**src/rtl/axi_uart_lite_slave.sv**
```systemverilog
// AXI4-lite register front end for an 8N1 UART: RX/TX FIFOs, status/control registers
// and a fixed-baud serial transmitter/receiver pair.
`timescale 1ns/1ps
module axi_uart_lite_slave #(
  parameter int CLK_HZ     = 100_000_000,
  parameter int BAUD       = 115200,
  parameter int FIFO_DEPTH = 16
) (
  input  logic        clk,
  input  logic        rst,
  input  logic [3:0]  uart_axi_araddr,
  input  logic        uart_axi_arvalid,
  output logic        uart_axi_arready,
  output logic [31:0] uart_axi_rdata,
  output logic [1:0]  uart_axi_rresp,
  output logic        uart_axi_rvalid,
  input  logic        uart_axi_rready,
  input  logic [3:0]  uart_axi_awaddr,
  input  logic        uart_axi_awvalid,
  output logic        uart_axi_awready,
  input  logic [31:0] uart_axi_wdata,
  input  logic [3:0]  uart_axi_wstrb,
  input  logic        uart_axi_wvalid,
  output logic        uart_axi_wready,
  output logic [1:0]  uart_axi_bresp,
  output logic        uart_axi_bvalid,
  input  logic        uart_axi_bready,
  output logic        txd,
  input  logic        rxd
);

  localparam int CPB = CLK_HZ / BAUD;
  localparam int CW  = $clog2(CPB);
  localparam int AW  = $clog2(FIFO_DEPTH);
  localparam logic [CW-1:0] CPB_LAST = CW'(CPB - 1);
  localparam logic [CW-1:0] CPB_MID  = CW'(CPB / 2 - 1);

  typedef enum logic [1:0] {R_IDLE, R_ACK, R_DATA} r_state_t;
  typedef enum logic [1:0] {W_IDLE, W_ACK, W_RESP} w_state_t;
  typedef enum logic [1:0] {RX_IDLE, RX_START, RX_DATA, RX_STOP} rx_state_t;

  r_state_t  r_state, r_next;
  w_state_t  w_state, w_next;
  rx_state_t rx_state, rx_next;

  logic [7:0]  tx_mem [FIFO_DEPTH];
  logic [7:0]  rx_mem [FIFO_DEPTH];
  logic [AW:0] tx_wp, tx_rp, rx_wp, rx_rp;
  logic        tx_empty, tx_full, rx_empty, rx_full;
  logic        tx_push, tx_load, tx_flush, rx_push, rx_pop, rx_flush;
  logic        rd_fire, wr_fire;
  logic [1:0]  rsel, wsel;
  logic        ie, overrun, frame_err;
  logic [7:0]  stat;

  logic          tx_busy, tx_tick;
  logic [CW-1:0] tx_cnt;
  logic [3:0]    tx_bit;
  logic [9:0]    tx_sh;

  logic          rx_s1, rx_s2, rx_prev;
  logic [CW-1:0] rx_cnt;
  logic [2:0]    rx_bit;
  logic [7:0]    rx_sh;
  logic          rx_tick, rx_mid, rx_stop_tick, rx_ferr, rx_good, rx_overrun;

  logic unused_inputs;
  assign unused_inputs = ^{uart_axi_wstrb, uart_axi_araddr[1:0], uart_axi_awaddr[1:0],
                           uart_axi_wdata[31:8]};

  always_ff @(posedge clk or posedge rst) begin
    if (rst) begin
      r_state  <= R_IDLE;
      w_state  <= W_IDLE;
      rx_state <= RX_IDLE;
    end else begin
      r_state  <= r_next;
      w_state  <= w_next;
      rx_state <= rx_next;
    end
  end

  always_comb begin
    r_next           = r_state;
    uart_axi_arready = 1'b0;
    uart_axi_rvalid  = 1'b0;
    case (r_state)
      R_IDLE:  if (uart_axi_arvalid) r_next = R_ACK;
      R_ACK:   begin uart_axi_arready = 1'b1; r_next = R_DATA; end
      R_DATA:  begin uart_axi_rvalid = 1'b1; if (uart_axi_rready) r_next = R_IDLE; end
      default: r_next = R_IDLE;
    endcase
  end

  // Address and data are taken together; AW is never accepted on its own.
  always_comb begin
    w_next           = w_state;
    uart_axi_awready = 1'b0;
    uart_axi_wready  = 1'b0;
    uart_axi_bvalid  = 1'b0;
    case (w_state)
      W_IDLE:  if (uart_axi_awvalid && uart_axi_wvalid) w_next = W_ACK;
      W_ACK:   begin uart_axi_awready = 1'b1; uart_axi_wready = 1'b1; w_next = W_RESP; end
      W_RESP:  begin uart_axi_bvalid = 1'b1; if (uart_axi_bready) w_next = W_IDLE; end
      default: w_next = W_IDLE;
    endcase
  end

  assign rd_fire  = (r_state == R_ACK);
  assign wr_fire  = (w_state == W_ACK);
  assign rsel     = uart_axi_araddr[3:2];
  assign wsel     = uart_axi_awaddr[3:2];
  assign tx_empty = (tx_wp == tx_rp);
  assign rx_empty = (rx_wp == rx_rp);
  assign tx_full  = (tx_wp[AW] != tx_rp[AW]) && (tx_wp[AW-1:0] == tx_rp[AW-1:0]);
  assign rx_full  = (rx_wp[AW] != rx_rp[AW]) && (rx_wp[AW-1:0] == rx_rp[AW-1:0]);
  assign rx_pop   = rd_fire && (rsel == 2'd0) && !rx_empty;
  assign tx_push  = wr_fire && (wsel == 2'd1) && (!tx_full || tx_load);
  assign tx_flush = wr_fire && (wsel == 2'd3) && uart_axi_wdata[0];
  assign rx_flush = wr_fire && (wsel == 2'd3) && uart_axi_wdata[1];
  assign stat     = {1'b0, frame_err, overrun, ie, tx_full, tx_empty, rx_full, !rx_empty};

  // Response registers; sticky error flags set after a STAT read clears them.
  always_ff @(posedge clk or posedge rst) begin
    if (rst) begin
      uart_axi_rdata <= 32'h0;
      uart_axi_rresp <= 2'b00;
      uart_axi_bresp <= 2'b00;
      ie             <= 1'b0;
      overrun        <= 1'b0;
      frame_err      <= 1'b0;
    end else begin
      if (rd_fire) begin
        uart_axi_rdata <= 32'h0;
        uart_axi_rresp <= 2'b00;
        case (rsel)
          2'd0: if (rx_empty) uart_axi_rresp <= 2'b10;
                else uart_axi_rdata <= {24'h0, rx_mem[rx_rp[AW-1:0]]};
          2'd2: uart_axi_rdata <= {24'h0, stat};
          default: ;
        endcase
        if (rsel == 2'd2) begin
          overrun   <= 1'b0;
          frame_err <= 1'b0;
        end
      end
      if (wr_fire) begin
        uart_axi_bresp <= ((wsel == 2'd1) && !tx_push) ? 2'b10 : 2'b00;
        if (wsel == 2'd3) ie <= uart_axi_wdata[4];
      end
      if (rx_overrun) overrun   <= 1'b1;
      if (rx_ferr)    frame_err <= 1'b1;
    end
  end

  always_ff @(posedge clk or posedge rst) begin
    if (rst) begin
      tx_wp <= '0;
      tx_rp <= '0;
      rx_wp <= '0;
      rx_rp <= '0;
    end else begin
      if (tx_flush) begin
        tx_wp <= '0;
        tx_rp <= '0;
      end else begin
        if (tx_push) tx_wp <= tx_wp + 1'b1;
        if (tx_load) tx_rp <= tx_rp + 1'b1;
      end
      if (rx_flush) begin
        rx_wp <= '0;
        rx_rp <= '0;
      end else begin
        if (rx_push) rx_wp <= rx_wp + 1'b1;
        if (rx_pop)  rx_rp <= rx_rp + 1'b1;
      end
    end
  end

  always_ff @(posedge clk) begin
    if (tx_push) tx_mem[tx_wp[AW-1:0]] <= uart_axi_wdata[7:0];
    if (rx_push) rx_mem[rx_wp[AW-1:0]] <= rx_sh;
  end

  // Transmitter: a new frame may load on the same edge the previous stop bit ends.
  assign tx_tick = tx_busy && (tx_cnt == CPB_LAST);
  assign tx_load = !tx_empty && (!tx_busy || (tx_tick && (tx_bit == 4'd9)));
  assign txd     = tx_sh[0];

  always_ff @(posedge clk or posedge rst) begin
    if (rst) begin
      tx_busy <= 1'b0;
      tx_cnt  <= '0;
      tx_bit  <= '0;
      tx_sh   <= '1;
    end else if (tx_load) begin
      tx_busy <= 1'b1;
      tx_cnt  <= '0;
      tx_bit  <= '0;
      tx_sh   <= {1'b1, tx_mem[tx_rp[AW-1:0]], 1'b0};
    end else if (tx_busy) begin
      if (tx_tick) begin
        tx_cnt <= '0;
        tx_sh  <= {1'b1, tx_sh[9:1]};
        if (tx_bit == 4'd9) tx_busy <= 1'b0;
        else tx_bit <= tx_bit + 1'b1;
      end else begin
        tx_cnt <= tx_cnt + 1'b1;
      end
    end
  end

  // Receiver: start is re-checked at mid-bit, every later sample lands on a bit centre.
  assign rx_tick      = (rx_cnt == CPB_LAST);
  assign rx_mid       = (rx_cnt == CPB_MID);
  assign rx_stop_tick = (rx_state == RX_STOP) && rx_tick;
  assign rx_ferr      = rx_stop_tick && !rx_s2;
  assign rx_good      = rx_stop_tick && rx_s2;
  assign rx_push      = rx_good && (!rx_full || rx_pop);
  assign rx_overrun   = rx_good && rx_full && !rx_pop;

  always_comb begin
    rx_next = rx_state;
    case (rx_state)
      RX_IDLE:  if (rx_prev && !rx_s2) rx_next = RX_START;
      RX_START: if (rx_mid) rx_next = rx_s2 ? RX_IDLE : RX_DATA;
      RX_DATA:  if (rx_tick && (rx_bit == 3'd7)) rx_next = RX_STOP;
      RX_STOP:  if (rx_tick) rx_next = RX_IDLE;
      default:  rx_next = RX_IDLE;
    endcase
  end

  always_ff @(posedge clk or posedge rst) begin
    if (rst) begin
      rx_s1   <= 1'b1;
      rx_s2   <= 1'b1;
      rx_prev <= 1'b1;
      rx_cnt  <= '0;
      rx_bit  <= '0;
    end else begin
      rx_s1   <= rxd;
      rx_s2   <= rx_s1;
      rx_prev <= rx_s2;
      case (rx_state)
        RX_IDLE: begin
          rx_cnt <= '0;
          rx_bit <= '0;
        end
        RX_START: rx_cnt <= rx_mid ? '0 : rx_cnt + 1'b1;
        default: begin
          rx_cnt <= rx_tick ? '0 : rx_cnt + 1'b1;
          if ((rx_state == RX_DATA) && rx_tick) rx_bit <= rx_bit + 1'b1;
        end
      endcase
    end
  end

  always_ff @(posedge clk) begin
    if ((rx_state == RX_DATA) && rx_tick) rx_sh <= {rx_s2, rx_sh[7:1]};
  end

endmodule
```
**config.mk**
```make
export PLATFORM = sky130hd
export DESIGN_NAME = axi_uart_lite_slave
export DESIGN_NICKNAME = d
export VERILOG_FILES = /design/src/rtl/axi_uart_lite_slave.sv
export SDC_FILE = /design/constraint.sdc
export NUM_CORES = 1
export LEC_CHECK = 0
export BUFFER_PORTS_ARGS = -buffer_cell sky130_fd_sc_hd__buf_2
export CORE_MARGIN = 3
export CORE_UTILIZATION = 35
export DETAILED_ROUTE_END_ITERATION = 10
export GPL_TIMING_DRIVEN = 0
export PLACE_DENSITY = 0.55
export SETUP_SLACK_MARGIN = 0.2
export SYNTH_ARGS = -nofsm -noshare
export SYNTH_HDL_FRONTEND = slang
export SYNTH_SLANG_ARGS = --single-unit
export TNS_END_PERCENT = 1
```
**constraint.sdc**
```tcl
create_clock -name clk -period 5.41 [get_ports clk]
set_input_delay 0.541 -clock clk [delete_from_list [all_inputs] [get_ports clk]]
set_output_delay 0.541 -clock clk [all_outputs]
set_load 0.1 [all_outputs]
```
Word level (Yosys, flattened, before mapping)
Memories as Yosys holds them, arrays and structs flattened. Index checks and enable logic that the tools add are counted.

Flip-flop bits (word level): 114. RAM bits: 256. Output and inout bits: 42. Word-level logic and storage cells: 178. Memories: 2.

Memories: rx_mem (depth 16, width 8, rd ports 1, clocked after Yosys merged registers in 0, wr ports 1, line 47) `logic [7:0] rx_mem [FIFO_DEPTH];`; tx_mem (depth 16, width 8, rd ports 1, clocked after Yosys merged registers in 0, wr ports 1, line 46) `logic [7:0] tx_mem [FIFO_DEPTH];`.

Add/sub/neg operators: 8. Equal/unequal tests: 30. Muxes and demuxes: 56. Bitwise operators: 1. Reductions and logical operators: 58.

Operator list (number): $mux 10 (8); $mux 5 (8); $mux 2 (12); $logic_and 1x1->1 (23); $reduce_bool 2->1 (11); $add 10x1->10 const B (2); $add 5x1->5 const B (4); $eq 10x10->1 const B (2); $pmux 10 s2 (1); $ne 2x2->1 const B (9); $mux 1 (16); $mux 4 (4); $pmux 8 s2 (1); $reduce_and 2->1 (7); $eq 2x2->1 const B (6); $pmux 2 s3 (2); $eq 10x9->1 const B (1); $eq 5x5->1 (2); $eq 2x1->1 const B (4); $eq 4x4->1 (2); $logic_not 1->1 (8); $logic_not 2->1 (4); $mux 8 (1); $pmux 2 s4 (1); other kinds (11) (14).

Longest topological paths before layout
Gate-level depths: netlist of run 1.

Word-level depth: 10. Mapped depth: 8. Mapped depth without buffers: 7.

Worst setup path after synthesis of run 1
OpenSTA, ideal clock, no wires.

Path type: register -> register. Start: register w_state[1]. End: memory tx_mem[3][0], enable pin. Library setup time: 383 ps. Data arrival time: 2294 ps. Slack: 2733 ps. Cell stages (with the launch flop): 7. Path buffers: 1. Cells stage by stage: dfrtp_1 > nand2b_1 > inv_1 > o311a_1 > buf_4 > nand2_1 > nor3_1.

Word-level cells in the longest chain between the ends: 5.

RTL lines: start, declared (line 43) `w_state_t w_state, w_next;`; start signal, assigned (line 78) `w_state <= w_next;`; $eq 2x1->1 (line 110) `assign wr_fire = (w_state == W_ACK);`; $logic_and 1x1->1 (2 in series) (line 118) `assign tx_push = wr_fire && (wsel == 2'd1) && (!tx_full || tx_load);`; $mux 1 (line 181) `if (tx_push) tx_mem[tx_wp[AW-1:0]] <= uart_axi_wdata[7:0];`; $mux 1 (not written as such) (line 181); end, declared (line 46).

Every way passes these cells.

Worst setup path after layout of run 1
Start: register tx_cnt[0]. End: memory tx_mem[3][2], enable pin.

Word-level cells in the longest chain between the ends: 9.

RTL lines: start, declared (line 57) `logic [CW-1:0] tx_cnt;`; start signal, assigned (line 208) `tx_cnt <= tx_cnt + 1'b1;`; $eq 10x10->1 (line 186) `assign tx_tick = tx_busy && (tx_cnt == CPB_LAST);`; $logic_and 1x1->1 (line 186); $logic_and 1x1->1 (line 187) `assign tx_load = !tx_empty && (!tx_busy || (tx_tick && (tx_bit == 4'd9)));`; $logic_or 1x1->1 (line 187); $logic_and 1x1->1 (line 187); $logic_or 1x1->1 (line 118); $logic_and 1x1->1 (line 118); $mux 1 (line 181); $mux 1 (not written as such) (line 181).

Every way passes these cells.

==> flow_metrics.py, run 1 <==
metrics = {
    "layout": {
        "layout-drive-gt1-share": 0.229,
        "diodes": 0,
        "seq_area_sq_mm": 0.00992,
        "final_cell_mix": "edfxtp_1, dfrtp_1, mux4_2",
        "nFillCells": 3656,
        "mostFrequentLayoutCell": "edfxtp_1",
        "multiInputGateArea_sq_mm": 0.00416,
        "synthToLayoutAreaGrowth_pct": 15.4,
        "final_cell_area_sq_mm": 0.0167,
        "finalNetCount": 1055,
    },
    "synth": {
        "yosys_register_bits": 343,
        "syn_inst": 881,
        "netlist.area_leader.share": 0.548,
        "ys_warn_count": 0,
        "ys_seq_area_frac": 0.686,
        "synth_cell_type_count": 63,
        "async_flop_share": 0.230,
        "synth-edff-count": 264,
        "synthTopCellsByArea": "edfxtp_1, dfrtp_1, mux4_2, dfstp_2, mux2i_1",
        "syn_area_per_cell_sq_um": 16.4,
        "syn-cell-area_sq_mm": 0.0145,
        "synthFlopType": "edfxtp_1",
        "yosysTopAreaCell": "edfxtp_1",
    },
    "cts": {
        "htreeDepth": 2,
        "cts.path.max_buffers": 3,
        "post_cts_buffers": 0,
        "cts_tree": "yes",
        "ctsResizeCount": 0,
        "hold_buffers": 0,
        "clock-sinks": 343,
        "clk_pin_slew_ps": 60,
        "cts_root_buffer": "clkbuf_16",
        "insertion_delay_ps": 540,
        "cts_buffers": 40,
    },
    "flow_run": {
        "cap_violations": 0,
    },
    "critical_path": {
        "crit_required_ps": 5550,
        "cp_max_fo": 10,
        "path_cells": "ha_1 > nand4bb_4 > o41ai_4 > o311a_1 > buf_4 > nand2_1 > nor3_1",
        "r2r-start": "tx_cnt[0]",
        "worst-setup-path-type": "reg2reg",
        "critPathCapture": "tx_mem[3][2]",
        "rrSetupSlack_ps": 2140,
        "cp.arrival_ps": 3420,
        "max_stage_delay_ps": 980,
        "slowest_stage": "nor3_1",
        "reg2reg_to": "tx_mem[3][2]",
        "startpoint": "tx_cnt[0]",
        "r2r_cells": 7,
        "start_kind": "flip-flop",
        "cp-end-kind": "flip-flop",
    },
    "floorplanning": {
        "die_w_um": 209,
        "pin_count": 94,
        "fp.dieH_um": 209,
        "core_region_area_sq_mm": 0.0403,
        "num_rows": 73,
        "die-area_sq_mm": 0.0438,
        "initial_core_util": 0.359,
    },
    "power_and_ir_drop": {
        "ir_drop_mv": 0.201,
        "power_density_mw_per_mm2": 368,
        "clockPowerShare": 0.419,
        "switching_power_mw": 1.59,
        "p_int_mw": 4.56,
        "p_seq_frac": 0.483,
        "p_leak_nw": 5.95,
        "swShare": 0.258,
        "p_comb_frac": 0.097,
    },
    "drt": {
        "detail-route-antenna-nets": 0,
        "wl_per_cell_um": 19.9,
        "avgViaCountPerCell": 4.98,
        "num_vias": 7682,
        "wl_um": 30700,
        "drcViolationCount": 0,
        "first_iter_violations": 524,
        "firstDrtPassIters": 4,
    },
    "grt": {
        "gr-usage-all-layers": 0.141,
        "antenna_found_initial": 0,
        "grt_remaining_overflow": 0,
        "grt_pass1_vias": 7822,
        "grt_max_degree": 42,
        "grt_pass1_wl_um": 47700,
    },
    "sta": {
        "rsz0062_at_grt": "no",
        "tns_ps": 0,
        "slew_violations": 0,
        "relSlewSlack": 0.151,
        "fmax_mhz": 306,
        "post-route-min-period_ps": 3270,
        "worstMarginPinSlew_ps": 1260,
        "finClkSkew_ps": 22.5,
        "setup_ws_ps": 2140,
        "layout_worst_path_cycle_share": 0.605,
        "setup_viol": 0,
        "finalHoldViolations": 0,
    },
    "outcome": {
        "status": "finished, final reports clean",
    },
    "placed_design": {
        "placed_cell_area_sq_mm": 0.0154,
        "gp_congestion": 0.782,
        "place_ws_ps": 2070,
        "dp_hpwl_um": 20000,
        "io_buffers": 35,
    },
    "hold_path": {
        "min_path_type": "in2async",
    },
}
-- through the flow --
stage | total power [mW] | hold WS (ps) | std cells | util
6_report | 6.15 | 40.7 | 1542 | 0.415
5_1_grt | 6.38 | 63.1 | 1542 | 0.415
4_1_cts | 6.22 | 33.9 | 1540 | 0.414
3_5_place_dp | 3.63 | 348 | 1467 | 0.383
3_3_place_gp | 3.62 | 346 | 1466 | 0.382
2_1_floorplan | 3.49 | 345 | 906 | -
-- kinds of logic (layout without fill, tap and decap cells) --
family                     after synthesis  count (layout)  share of synthesized area
buffers and inverters                   86             197                     0.0340
adders and majority gates               17              17                     0.0147
muxes                                   90              90                      0.114
other                                    1              26                   0.000259
and+or+nand+nor                        196             196                     0.0712
AOI/OAI and AO/OA                      118             118                     0.0614
xor gates and xnor gates                30              30                     0.0187
DFF                                    343             343                      0.686
-- layer usage --
layer	vias to the layer above	track usage	wire [um]
met5	-	0	0
met4	0	0.0441	693
met2	154	0.224	14900
li1	3589	-	-
met3	47	0.0253	1300
met1	3892	0.198	13900
-- registers in the layout, indices dropped and copies added (netlist names), 2 cells and up, named ones only --
register        flops
rx_mem            128
tx_mem            128
rx_cnt             10
tx_cnt             10
tx_sh               9
rx_sh               8
uart_axi_rdata      8
rx_rp               5
rx_wp               5
tx_rp               5
tx_wp               5
tx_bit              4
rx_bit              3
r_state             2
w_state             2
-- power groups by stage --
| stage | Combinational (mW) | Clock, mW | Sequential, mW |
|---|---|---|---|
| after detailed placement | 0.604 | 0 | 3.02 |
| after global placement | 0.596 | 0 | 3.03 |
| after CTS | 0.604 | 2.65 | 2.97 |
| final | 0.597 | 2.58 | 2.97 |
| after global routing | 0.642 | 2.75 | 2.98 |
| after floorplan | 0.360 | 0 | 3.13 |
-- final cells by class --
type	instances	share of cell area
Clock buffer	53	0.0653
Clock inverter	20	0.0102
Tap cell	525	0.0393
Multi-Input combinational cell	477	0.249
Sequential cell	343	0.594
Buffer	68	0.0254
Inverter	18	0.00420
Timing Repair Buffer	38	0.0124
-- cell usage after synthesis (4+ instances only) --
master    count
ha_1         17
o21ai_0      27
a211oi_1     10
dfrtp_1      67
a22oi_1       7
nand4_1       6
buf_4        32
xor2_1       13
nor2_1       50
inv_1        18
mux2i_1      28
a221o_1      12
clkbuf_1     14
nor2b_1      11
nor3_1       10
a21oi_1      18
a22o_1        9
and3_1       25
a221oi_1      7
and2_1       16
buf_6         4
nand2_1      41
mux4_2       60
edfxtp_1    264
dfstp_2      12
nand2b_1      9
nand3_1       8
buf_2        15
xnor2_1      16
-- worst max-delay path: cells and delay by family (launching register included) --
kind | cells | cell delay [ps]
AO/OA/AOI/OAI | 2 | 790
flip-flops | 1 | 380
AND/OR/NAND/NOR | 3 | 1300
buffers and inverters | 1 | 170
adder cells (fa/ha/maj) | 1 | 250
-- how the worst min path moves through the flow --
| stage | to | start | cells after the start | slack (ps) |
|---|---|---|---|---|
| global route | w_state[0] | rst | 2 | 60 |
| detailed placement | rx_s2 | rx_s1 | 0 | 350 |
| CTS | rx_cnt[6] | rst | 2 | 30 |
| global placement | rx_s2 | rx_s1 | 0 | 350 |
| floorplan | rx_s2 | rx_s1 | 0 | 350 |
| finish | w_state[0] | rst | 2 | 40 |
No activity file was read; power rests on OpenSTA's default activity.
==> inputs of run 2 (changes only) <==
- ABC_AREA: unset -> 1
- clock period: 5.41 -> 3.3 ns (I/O delays scaled with it)
==> run 2 against run 1 <==
  * Global-route usage grew 2.2 points
  * Power grew 120%
  * Sequential power grew 75%
  * Routed wire length grew 25%
  * Clock skew shrank 3.0 ps
  * Count of clock-buffer cells in the layout shrank 3
  * Largest power group unchanged
  * Critical path depth grew 1
  * Die area grew 7.4%
  * Setup slack lost 1700 ps
==> flow_metrics.py, run 2 <==
metrics = {
    "synth": {
        "netlist.area_leader.share": 0.509,
        "synth_cell_type_count": 42,
        "ys_warn_count": 0,
        "syn-cell-area_sq_mm": 0.0156,
        "yosys_register_bits": 343,
        "syn_area_per_cell_sq_um": 9.78,
        "ys_seq_area_frac": 0.637,
        "synthTopCellsByArea": "edfxtp_1, dfrtp_1, nand2_1, nand3_1, inv_1",
        "synth-edff-count": 264,
        "syn_inst": 1591,
        "ys_top_cells_by_count": "nand2_1, edfxtp_1, inv_1",
        "yosysTopAreaCell": "edfxtp_1",
        "async_flop_share": 0.230,
        "synth.most_common_cell": "nand2_1",
        "synthFlopType": "edfxtp_1",
    },
    "grt": {
        "grt_remaining_overflow": 0,
        "grt_pass1_vias": 10439,
        "grt_pass1_wl_um": 59900,
        "gr-usage-all-layers": 0.163,
        "antenna_found_initial": 1,
        "grt_max_degree": 51,
    },
    "critical_path": {
        "cp.arrival_ps": 3060,
        "crit_required_ps": 3460,
        "max_stage_delay_ps": 980,
        "cpLargestDelayFamily": "simple AND/OR/NAND/NOR gates",
        "path_cells": "ha_1 > nand3_1 > nor2_2 > nand2_2 > nor3_4 > nand2_2 > buf_6 > nor3_1",
        "worst-setup-path-type": "reg2reg",
        "start_kind": "flip-flop",
        "path_common_cell": "nand2_2",
        "cp-end-kind": "flip-flop",
        "slowest_stage": "nor3_1",
        "cp_max_fo": 10,
        "crit_buf_inv": 1,
    },
    "layout": {
        "seq_area_sq_mm": 0.00992,
        "finalNetCount": 1768,
        "multiInputGateArea_sq_mm": 0.00457,
        "final_util": 0.414,
        "synthToLayoutAreaGrowth_pct": 15.5,
        "diodes": 0,
        "nFillCells": 4275,
        "layout-drive-gt1-share": 0.117,
        "mostFrequentLayoutCell": "nand2_1",
        "final_cell_mix": "nand2_1, edfxtp_1, inv_1",
    },
    "floorplanning": {
        "core_region_area_sq_mm": 0.0435,
        "die-area_sq_mm": 0.0470,
        "fp.dieH_um": 217,
        "die_w_um": 217,
        "initial_core_util": 0.358,
        "num_rows": 76,
        "pin_count": 94,
    },
    "drt": {
        "detail-route-antenna-nets": 0,
        "avgViaCountPerCell": 4.72,
        "first_iter_violations": 761,
        "num_vias": 10930,
        "firstDrtPassIters": 7,
        "wl_per_cell_um": 16.6,
        "wl_um": 38400,
        "drcViolationCount": 0,
    },
    "sta": {
        "finClkSkew_ps": 19.6,
        "fmax_mhz": 345,
        "layout_worst_path_cycle_share": 0.879,
        "post-route-min-period_ps": 2900,
        "setup_ws_ps": 400,
        "slew_violations": 0,
        "worstMarginPinSlew_ps": 1290,
        "setup_viol": 0,
        "rsz0062_at_grt": "yes",
        "relSlewSlack": 0.131,
        "finalHoldViolations": 0,
    },
    "cts": {
        "post_cts_buffers": 0,
        "cts.path.max_buffers": 3,
        "clock-sinks": 343,
        "cts_buffers": 40,
        "insertion_delay_ps": 550,
        "cts_root_buffer": "clkbuf_16",
        "cts_tree": "yes",
        "clk_pin_slew_ps": 60,
        "htreeDepth": 2,
    },
    "power_and_ir_drop": {
        "p_leak_nw": 7.61,
        "ir_drop_mv": 0.405,
        "power_density_mw_per_mm2": 737,
    },
    "placed_design": {
        "io_buffers": 35,
        "gp_congestion": 0.830,
        "dp_hpwl_um": 25800,
        "place_ws_ps": 302,
    },
    "outcome": {
        "status": "finished, final reports clean",
    },
    "hold_path": {
        "min_path_type": "in2reg",
    },
    "flow_run": {
        "cap_violations": 0,
    },
}
-- run 2: changes by cell type in the layout (fill, tap and decap cells not counted), moves of 25 or more --
| cell | previous run | this run |
|---|---|---|
| nand2_1 | 41 | 430 |
| inv_1 | 17 | 180 |
| nand3_1 | 8 | 141 |
| nor2_1 | 50 | 163 |
| o21ai_0 | 27 | 100 |
| mux4_2 | 60 | 0 |
| mux2i_1 | 28 | 1 |
| and3_1 | 25 | 0 |
-- run 2: routing by layer --
layer	wire length [um]	up-vias	global-route usage
li1	-	5373	-
met1	17300	5210	0.228
met2	18000	280	0.262
met3	2080	67	0.0289
met4	966	0	0.0474
met5	0	-	0
-- run 2: through the flow --
stage / TNS, ps / hold WS (ps) / cell area, sq um / cells / total power, mW
finish: 0 / 42.0 / 18000 / 2314 / 13.3
global placement: -20150 / 350 / 16600 / 2236 / 8.83
global route: 0 / 20.2 / 18000 / 2314 / 14.0
floorplan: 0 / 334 / 15700 / 1616 / 7.81
CTS: 0 / 13.1 / 18000 / 2312 / 13.4
detailed placement: 0 / 352 / 16600 / 2237 / 8.88
-- run 2: cell type report --
cell class,count,area share
sequential,343,0.552
multi-input combinational,999,0.254
inverter,193,0.0406
buffer,81,0.0254
timing repair buffer,41,0.0136
clock inverter,22,0.0138
tap,585,0.0407
clock buffer,50,0.0601
-- run 2: report_power, final --
| part | switching [mW] | leakage (nW) | internal [mW] |
|---|---|---|---|
| Combinational | 2.66 | 3.59 | 0.940 |
| Clock | 1.74 | 0.649 | 2.72 |
| Sequential | 0.279 | 3.37 | 4.92 |
-- run 2: kinds of logic after synthesis --
kind of cell    Yosys count  synth area share
xor+xnor                 20            0.0113
mux                       1          0.000643
fa+ha+maj                17            0.0137
flops                   343             0.637
compound gates          139            0.0465
simple gates            796             0.214
other cells               1          0.000241
buf+inv                 274            0.0760
-- run 2: path summary, 6_finish.rpt --
check / startpoint / end / slack, ps / depth (start not counted)
setup / recovery: rx_cnt[0] / rx_mem[13][6] / 400 / 8
setup reg to reg: rx_cnt[0] / rx_mem[13][6] / 400 / 8
min in group asynchronous: rst / w_state[1] / 340 / 3
max in group asynchronous: rst / rx_prev / 2290 / 4
hold reg to reg: rx_s1 / rx_s2 / 360 / 0
hold / removal: uart_axi_wvalid / w_state[0] / 40 / 3
-- run 2: worst min-delay path: stages --
cell and delay (ps):
buf_2 90, nand2_1 80, nor3_1 50
-- run 2: what timing repair did --
action | 4_1_cts | 5_1_grt
endpoints found under the setup margin | 0 | 56
hold endpoints to repair | 20 | 0
resized for setup | 0 | 1
hold buffers | 3 | 0
==> inputs of run 3 (changes only) <==
- CORE_UTILIZATION: 35 -> 30
- PLACE_DENSITY: 0.55 -> 0.49
==> run 3 against run 2 <==
  * Global-route usage down 1.7 points
  * Register-to-register slack worse by 20 ps
  * Cell count grew 3.9%
  * Power fell by 1.1%
  * Setup slack got worse by 21 ps
  * Critical path depth unchanged
  * Clock skew decreased by 4.6 ps
  * Critical path type unchanged
==> flow_metrics.py, run 3 (synthesized netlist as in run 2, its figures left out) <==
metrics = {
    "outcome": {
        "status": "finished, final reports clean",
    },
    "power_and_ir_drop": {
        "switching_power_mw": 4.69,
        "power_mw": 13.1,
        "power_density_mw_per_mm2": 724,
        "ir_drop_mv": 0.717,
        "p_seq_frac": 0.396,
        "p_int_mw": 8.41,
        "p_leak_nw": 7.61,
        "clockPowerShare": 0.329,
        "p_comb_frac": 0.275,
        "swShare": 0.358,
    },
    "hold_path": {
        "hold_start": "uart_axi_arvalid",
        "min_path_type": "in2reg",
        "hold_depth": 2,
        "holdPathEnd": "r_state[0]",
    },
    "critical_path": {
        "cp-end-kind": "flip-flop",
        "cp_max_fo": 10,
        "cp.arrival_ps": 3080,
        "start_kind": "flip-flop",
        "rrSetupSlack_ps": 380,
        "reg2reg_to": "rx_mem[4][5]",
        "r2r_cells": 8,
        "worst-setup-path-type": "reg2reg",
        "r2r-start": "rx_cnt[0]",
        "crit_required_ps": 3460,
    },
    "layout": {
        "nFillCells": 5179,
        "mostFrequentLayoutCell": "nand2_1",
        "final_cell_mix": "nand2_1, edfxtp_1, inv_1",
        "layout-drive-gt1-share": 0.119,
        "finalNetCount": 1772,
        "synthToLayoutAreaGrowth_pct": 16.2,
        "final_cell_area_sq_mm": 0.0181,
        "seq_area_sq_mm": 0.00992,
        "multiInputGateArea_sq_mm": 0.00458,
        "diodes": 0,
        "layout.cells.non_filler": 2405,
    },
    "drt": {
        "detail-route-antenna-nets": 0,
        "num_vias": 10769,
        "wl_per_cell_um": 16.3,
        "wl_um": 39300,
        "avgViaCountPerCell": 4.48,
        "first_iter_violations": 814,
        "drcViolationCount": 0,
        "firstDrtPassIters": 6,
    },
    "cts": {
        "cts_buffers": 39,
        "cts.path.max_buffers": 3,
        "post_cts_buffers": 0,
        "clock-sinks": 343,
        "clk_pin_slew_ps": 60,
        "cts_root_buffer": "clkbuf_16",
        "insertion_delay_ps": 550,
        "cts_tree": "yes",
        "htreeDepth": 2,
    },
    "floorplanning": {
        "die-area_sq_mm": 0.0547,
        "die_w_um": 234,
        "num_rows": 82,
        "initial_core_util": 0.307,
        "core_region_area_sq_mm": 0.0507,
        "pin_count": 94,
        "fp.dieH_um": 234,
    },
    "placed_design": {
        "dp_hpwl_um": 26600,
        "gp_congestion": 0.785,
        "io_buffers": 35,
        "place_ws_ps": 274,
        "placedCellCount": 2325,
        "placed_cell_area_sq_mm": 0.0167,
    },
    "grt": {
        "grt_max_degree": 65,
        "gr-usage-all-layers": 0.146,
        "grt_pass1_vias": 10669,
        "grt_remaining_overflow": 0,
        "grt_pass1_wl_um": 61500,
        "antenna_found_initial": 1,
    },
    "sta": {
        "setup_ws_ps": 379,
        "setup_viol": 0,
        "post-route-min-period_ps": 2920,
        "layout_worst_path_cycle_share": 0.885,
        "finalHoldViolations": 0,
        "finClkSkew_ps": 15.0,
        "rsz0062_at_grt": "yes",
        "fmax_mhz": 342,
        "relSlewSlack": 0.137,
        "worstMarginPinSlew_ps": 1280,
        "slew_violations": 0,
    },
    "flow_run": {
        "cap_violations": 0,
    },
}
## run 3: cell count changes in the layout (fill, tap and decap cells not counted)
cell           delta
buf_2             +1
bufinv_16         -3
clkbuf_1          -2
clkbuf_16         -2
clkbuf_2          +1
clkbuf_8          +8
clkinv_1          +1
clkinv_2          -2
clkinvlp_4        -1
dlygate4sd3_1     +3
nor3_1            -3
nor3_2            +3
## run 3: per-stage QoR
| stage | util | setup TNS (ps) | hold WS [ps] |
|---|---|---|---|
| after detailed placement | 0.330 | 0 | 290 |
| after global routing | 0.357 | 0 | 13.3 |
| after CTS | 0.356 | 0 | 8.97 |
| after floorplan | - | 0 | 334 |
| final | 0.357 | 0 | 40.4 |
| after global placement | 0.329 | -25210 | 348 |
## run 3: power by group through the flow
stage | logic [mW] | clock network, mW | registers, mW
after floorplan | 2.26 | 0 | 5.55
after global placement | 3.61 | 0 | 5.27
after detailed placement | 3.62 | 0 | 5.27
after CTS | 3.64 | 4.45 | 5.19
after global routing | 4.04 | 4.61 | 5.23
final | 3.60 | 4.32 | 5.19
## run 3: worst max-delay path by stage
stage                     depth (start not counted)  startpoint  slack [ps]                         end
after CTS                                         8   rx_cnt[0]         270               rx_mem[10][3]
after floorplan                                   1         rst         970  asynchronous set/reset pin
after global routing                              8   rx_cnt[0]         110                rx_mem[8][1]
after detailed placement                          8   rx_cnt[0]         270               rx_mem[10][6]
after global placement                            2         rst        -380                  w_state[0]
final                                             8   rx_cnt[0]         380                rx_mem[4][5]
## run 3: worst max-delay path: stages, from the launching register on
cell and delay (ps):
dfrtp_1 390, ha_1 200, nand3_1 100, nor2_2 180, nand2_2 120, nor3_4 200, nand2_2 180, buf_6 180
nor3_1 970
## run 3: routing by layer
metal	vias to the layer above	global-route usage	wire length [um]
li1	5392	-	-
met1	5114	0.202	18600
met2	206	0.238	18000
met3	57	0.0214	1660
met4	0	0.0451	965
met5	-	0	0
## run 3: final cells by class
class | count | area share
Buffer | 81 | 0.0252
Clock buffer | 54 | 0.0627
Clock inverter | 17 | 0.00802
Inverter | 193 | 0.0403
Multi-Input combinational cell | 999 | 0.253
Sequential cell | 343 | 0.548
Tap cell | 672 | 0.0465
Timing Repair Buffer | 46 | 0.0158
## run 3: timing repair
item | in CTS | in global routing
endpoints found under the hold margin | 19 | 0
hold buffers | 6 | 0
endpoints found under the setup margin | 0 | 40
gates resized for setup | 0 | 1
